<file path="src/rtl/wb_arb_2m1s.sv">
// wb_arb_2m1s: two-master, one-slave Wishbone classic arbiter with bus timeout.
// Latency: a grant registers one cycle after cyc is raised; routing and response gating are combinational from the grant.
// Backpressure: the grant is held while the granted master keeps cyc high, and the other master waits.
//
// Ports:
//   clk_i, rst_i           clock; asynchronous active-high reset
//   m0_*                   instruction master: cyc/stb/we/sel/adr/dat in, dat/ack/err out
//   m1_*                   data master: same set of signals as m0
//   s_*                    shared slave: cyc/stb/we/sel/adr/dat out, dat/ack/err in
//   gnt_o                  one-hot grant status (bit0 = m0, bit1 = m1)
module wb_arb_2m1s #(
  parameter int PRIO_MODE = 0,    // 0 = round-robin, 1 = fixed priority, m1 wins
  parameter int TIMEOUT   = 255,  // unanswered-strobe cycles before a forced error; 0 = off
  parameter int TO_W      = 8     // timeout counter width, TIMEOUT < 2**TO_W
) (
  input  logic        clk_i,
  input  logic        rst_i,
  // master 0 (instruction)
  input  logic        m0_cyc_i,
  input  logic        m0_stb_i,
  input  logic        m0_we_i,
  input  logic [3:0]  m0_sel_i,
  input  logic [31:0] m0_adr_i,
  input  logic [31:0] m0_dat_i,
  output logic [31:0] m0_dat_o,
  output logic        m0_ack_o,
  output logic        m0_err_o,
  // master 1 (data)
  input  logic        m1_cyc_i,
  input  logic        m1_stb_i,
  input  logic        m1_we_i,
  input  logic [3:0]  m1_sel_i,
  input  logic [31:0] m1_adr_i,
  input  logic [31:0] m1_dat_i,
  output logic [31:0] m1_dat_o,
  output logic        m1_ack_o,
  output logic        m1_err_o,
  // shared slave
  output logic        s_cyc_o,
  output logic        s_stb_o,
  output logic        s_we_o,
  output logic [3:0]  s_sel_o,
  output logic [31:0] s_adr_o,
  output logic [31:0] s_dat_o,
  input  logic [31:0] s_dat_i,
  input  logic        s_ack_i,
  input  logic        s_err_i,
  // status
  output logic [1:0]  gnt_o
);

  localparam logic [1:0] IDLE = 2'b00;
  localparam logic [1:0] G0   = 2'b01;
  localparam logic [1:0] G1   = 2'b10;

  logic [1:0] gnt_q, gnt_d;
  logic       last_m1_q;   // 1 when m1 received the most recent grant
  logic       to_err_q;    // forced timeout error, high for one cycle
  logic       to_wait;     // slave strobed and has not answered this cycle

  // Next-grant selection. Leaving a grant hands the bus straight to the other
  // master if it is requesting, so back-to-back cycles see no idle gap.
  always_comb begin
    gnt_d = gnt_q;
    case (gnt_q)
      G0: if (!m0_cyc_i) gnt_d = m1_cyc_i ? G1 : IDLE;
      G1: if (!m1_cyc_i) gnt_d = m0_cyc_i ? G0 : IDLE;
      default: begin
        if (m0_cyc_i && m1_cyc_i)
          gnt_d = ((PRIO_MODE != 0) || !last_m1_q) ? G1 : G0;
        else if (m0_cyc_i)
          gnt_d = G0;
        else if (m1_cyc_i)
          gnt_d = G1;
        else
          gnt_d = IDLE;
      end
    endcase
  end

  // The pointer resets to m1 so that m0 wins the first tie.
  always_ff @(posedge clk_i or posedge rst_i) begin
    if (rst_i) begin
      gnt_q     <= IDLE;
      last_m1_q <= 1'b1;
    end else begin
      gnt_q <= gnt_d;
      if (gnt_d != gnt_q && gnt_d != IDLE)
        last_m1_q <= gnt_d[1];
    end
  end

  // Slave-side routing. The strobe is withheld during the forced-error cycle so
  // the slave never sees a transfer that the master is told has failed.
  always_comb begin
    s_cyc_o = 1'b0;
    s_stb_o = 1'b0;
    s_we_o  = 1'b0;
    s_sel_o = '0;
    s_adr_o = '0;
    s_dat_o = '0;
    case (gnt_q)
      G0: begin
        s_cyc_o = m0_cyc_i;
        s_stb_o = m0_stb_i & ~to_err_q;
        s_we_o  = m0_we_i;
        s_sel_o = m0_sel_i;
        s_adr_o = m0_adr_i;
        s_dat_o = m0_dat_i;
      end
      G1: begin
        s_cyc_o = m1_cyc_i;
        s_stb_o = m1_stb_i & ~to_err_q;
        s_we_o  = m1_we_i;
        s_sel_o = m1_sel_i;
        s_adr_o = m1_adr_i;
        s_dat_o = m1_dat_i;
      end
      default: ;
    endcase
  end

  assign to_wait = s_cyc_o & s_stb_o & ~s_ack_i & ~s_err_i;

  generate
    if (TIMEOUT > 0) begin : g_timeout
      localparam logic [TO_W-1:0] TO_LAST = TO_W'(TIMEOUT - 1);
      logic [TO_W-1:0] to_cnt_q;

      // A grant change needs the granted master's cyc low, which already
      // breaks to_wait, so the counter restarts for every new owner.
      always_ff @(posedge clk_i or posedge rst_i) begin
        if (rst_i) begin
          to_cnt_q <= '0;
          to_err_q <= 1'b0;
        end else if (to_wait) begin
          if (to_cnt_q == TO_LAST) begin
            to_cnt_q <= '0;
            to_err_q <= 1'b1;
          end else begin
            to_cnt_q <= to_cnt_q + 1'b1;
            to_err_q <= 1'b0;
          end
        end else begin
          to_cnt_q <= '0;
          to_err_q <= 1'b0;
        end
      end
    end else begin : g_no_timeout
      assign to_err_q = 1'b0;
    end
  endgenerate

  // Responses reach only the granted master, and only while it still strobes,
  // so a late ack after the master gave up is dropped.
  assign m0_ack_o = s_ack_i & gnt_q[0] & m0_cyc_i & m0_stb_i;
  assign m1_ack_o = s_ack_i & gnt_q[1] & m1_cyc_i & m1_stb_i;
  assign m0_err_o = (s_err_i & gnt_q[0] & m0_cyc_i & m0_stb_i) | (to_err_q & gnt_q[0]);
  assign m1_err_o = (s_err_i & gnt_q[1] & m1_cyc_i & m1_stb_i) | (to_err_q & gnt_q[1]);

  assign m0_dat_o = s_dat_i;
  assign m1_dat_o = s_dat_i;
  assign gnt_o    = gnt_q;

endmodule

</file>
<file path="config.mk">
export PLATFORM = sky130hd
export DESIGN_NAME = wb_arb_2m1s
export DESIGN_NICKNAME = d
export VERILOG_FILES = /design/src/rtl/wb_arb_2m1s.sv
export SDC_FILE = /design/constraint.sdc
export NUM_CORES = 1
export LEC_CHECK = 0
export BUFFER_PORTS_ARGS = -buffer_cell sky130_fd_sc_hd__buf_2
export CORE_AREA = 2 2 124 126
export CTS_BUF_LIST = sky130_fd_sc_hd__clkbuf_4
export CTS_CLUSTER_DIAMETER = 50
export DETAILED_ROUTE_END_ITERATION = 16
export DIE_AREA = 0 0 126 128
export PLACE_DENSITY = 0.48
export RECOVER_POWER = 100
export SLEW_MARGIN = 10
export SYNTH_ARGS = -nofsm -noshare
export SYNTH_HDL_FRONTEND = slang
export SYNTH_SLANG_ARGS = --single-unit
</file>
<file path="constraint.sdc">
create_clock -name clk_i -period 1.7 [get_ports clk_i]
set_clock_uncertainty 0.05 [all_clocks]
set_input_delay 0.255 -clock clk_i [delete_from_list [all_inputs] [get_ports clk_i]]
set_output_delay 0.255 -clock clk_i [all_outputs]
set_load 0.02 [all_outputs]
</file>
==> impl_results.md <==
- Tightest Hold Check Type: input port to flip-flop
- Power Total: 7.64 mW
- Register area share after synthesis: around 15%
- Post-synthesis mux area share: less than 1%
- Detailed-placement wirelength estimate: just under 8000 um
- Synth Area in Adders: roughly 2.4%
- Yosys top cell area share: 25.2%
- CTS Sinks: 12
- Area leader, netlist: a22oi_1
- Placed cell count: roughly 650
- N_diodes: 0
- Synth Area in XOR/XNOR: under 10%
- Number of max-cap violations: 0
- CP Launch Type: flip-flop
- Status: finished with violations
- Fin area: ~4400 um^2
- Nets: approximately 670
- Number of buffers on the longest clock path: 2
- Most frequent cells in the layout: buf_2 (150), buf_4 (53), nor2_2 (52)
- Layout cell share with drive strength beyond 1: between 70 and 80%
- Vias per inst: 4.34
- Final cell count without fillers: around 680
- Tmin final: 1.96 ns
- Worst EP arrival: roughly 1.7 ns
- 1st-iter DRT viols: between 60 and 70
- Max-slew headroom: roughly 70%
- Max Freq: between 500 and 600 MHz
- CTS tree: built
- GRT Util Overall: approximately 12%
- Violated checks: setup timing
- Peak supply drop: ~0.58 mV
- Vias in the first global route: roughly 2,800
- H-tree levels: 1
- Synth unique cells: 31
- Syn nets: 480
- Die width: 126 um
- CTS buffer count: 3
- Routed len/inst: roughly 16 um
- PortBufs: 222
- Post-Syn Area per Cell: approximately 6.9 um^2
- Critical path class: flip-flop to output pin
- Global-route wire length before repair: roughly 15,000 um
- Routability congestion estimate: around 0.76
- DRT Pass-1 Iters: 4
- Pwr dens: 1750 nW/um^2
- Setup crit end kind: output pin
- CTS Root Cell: clkbuf_4
- Dpl cell area: about 3400 um^2
- Mapped cell area: 2050 um^2
- Antenna violations before repair: 0
- Commonest non-fill, non-tap cell in the layout: buf_2
- Endpoints failing hold: 0
- FF+latch count, synth: 12
- Synth Instances: ~300
- Leak: between 1.5 and 2 nW
- Clk_lat worst skew: ~0.27 ns
- Gr ovfl total: 0
- Largest net degree at the start of global routing: 31
- Synth area leaders: a22oi_1 (25%), buf_4 (23%), nor2_1 (15%)
- DRT Wirelength: ~11,000 um
- Core Rows: 45
- DIE AREA: roughly 16,000 um^2
- DR vias: between 2,000 and 3,000
- Compound-Gate Fraction of Synth Area: 29.5%
- Slew Limit Fails: 0
- Drc violations: 0
- Placeable Area: 14,900 um^2
- Multi-input logic area: ~1600 um^2
- Seq. cell area: 304 um^2
- RSZ-0062 raised after global routing: true
- Fillcell total: 1,618
- Period utilization: 115%
- Antenna-violating nets left: 0
- Synth warn: 0
- Worst Tran Pin Value: ~0.45 ns
- Worst EP required: ~1.4 ns
- Synth Area in Simple Gates: about 20%
- Crit Path Max Fanout: 5
- Die height: ~130 um
- Initial Util: between 10% and 20%
- Post-route setup slack: -0.260 ns
- # IOs: 319
- P&R area growth vs syn: 112%
- Final setup vio count: 80
- CTS clock-pin slew for the worst setup and hold paths: about 0.070 ns
- Largest family of logic cells by synthesized area: buffers and inverters
-- worst paths after layout --
kind / startpoint / to / slack, ns / cells after the start
max in group asynchronous: rst_i / last_m1_q / 0.78 / 3
worst min register to register: g_timeout.to_cnt_q[0] / g_timeout.to_cnt_q[0] / 0.44 / 1
worst max register to register: gnt_o[0] / last_m1_q / -0.17 / 9
worst max-delay path: gnt_o[0] / s_dat_o[29] / -0.26 / 7
min in group asynchronous: rst_i / g_timeout.to_cnt_q[4] / 0.48 / 3
worst min-delay path: s_ack_i / to_err_q / 0.24 / 4
-- power breakdown --
part | internal [mW] | switching, mW | total [mW]
logic | 3.54 | 3.54 | 7.09
clock network | 0.0850 | 0.0895 | 0.174
registers | 0.332 | 0.0437 | 0.376
total | 3.96 | 3.68 | 7.64
-- flip-flops by register name (all words and copies together), names as in the netlist --
signal / count
last_m1_q: 1
to_err_q: 1
gnt_o: 2
g_timeout.to_cnt_q: 8
-- worst max-delay path, stage by stage (launching register included) --
cell	delay, ns
dfrtp_2	0.42
inv_2	0.07
ha_4	0.20
buf_12	0.15
buf_16	0.14
a22oi_2	0.23
nor2_4	0.05
buf_6	0.13
-- area by class of cell --
type | count | area share [%]
Clock buffer | 3 | 0.517
Clock inverter | 1 | 0.0861
Inverter | 6 | 0.517
Multi-Input combinational cell | 192 | 37.2
Sequential cell | 12 | 6.98
Tap cell | 188 | 5.40
Timing Repair Buffer | 274 | 49.3
-- layer usage --
layer,global-route usage [%],vias to the layer above,wire length (um)
met4,2.33,0,231
met5,0,-,0
met2,20.3,167,5660
li1,-,1363,-
met1,14.7,1388,4470
met3,2.63,16,775
-- cell usage after synthesis --
| cell type | count |
|---|---|
| o21bai_1 | 1 |
| nor2_1 | 84 |
| buf_6 | 2 |
| a221oi_2 | 1 |
| dfrtp_1 | 11 |
| dfstp_2 | 1 |
| a22o_1 | 1 |
| xnor2_1 | 3 |
| and3_1 | 1 |
| clkbuf_1 | 19 |
| a21oi_1 | 1 |
| and4_1 | 2 |
| nor2b_1 | 1 |
| nand3_1 | 5 |
| nor3_1 | 1 |
| buf_4 | 64 |
| ha_1 | 4 |
| nand2b_1 | 2 |
| o2bb2ai_1 | 1 |
| mux2i_1 | 2 |
| nor3_2 | 1 |
| xor2_1 | 3 |
| o21ai_0 | 1 |
| buf_2 | 1 |
| inv_1 | 6 |
| nor2_2 | 1 |
| a22oi_2 | 2 |
| buf_1 | 2 |
| a22oi_1 | 69 |
| a31oi_1 | 2 |
| nand2_1 | 3 |
-- cells by family (layout without fill, tap and decap cells) --
| logic type | count (synthesis) | count (layout) |
|---|---|---|
| adders and majority gates | 4 | 4 |
| AOI/OAI and AO/OA | 79 | 79 |
| DFF | 12 | 12 |
| xor gates and xnor gates | 6 | 6 |
| buffers and inverters | 94 | 284 |
| muxes | 2 | 2 |
| and+or+nand+nor | 101 | 101 |
-- stage by stage --
stage | utilization (%) | hold slack [ns] | worst slack [ns] | setup TNS [ns]
finish | 29.3 | 0.242 | -0.260 | -15.07
CTS | 26.5 | 0.240 | -0.292 | -17.55
floorplan | - | 0.0688 | -0.114 | -2.32
detailed placement | 22.8 | 0.235 | -0.0878 | -2.06
global placement | 22.8 | 0.232 | -0.0307 | -0.168
global route | 29.3 | 0.251 | -0.339 | -21.78
-- what timing repair did --
item,CTS,global route
endpoints found under the setup margin,72,80
hold buffers,1,0
hold endpoints to repair,11,0
resized for setup,84,77
buffers inserted,7,8
pin swaps,11,16
cloned,5,6
(Power assumes the default switching activity.)
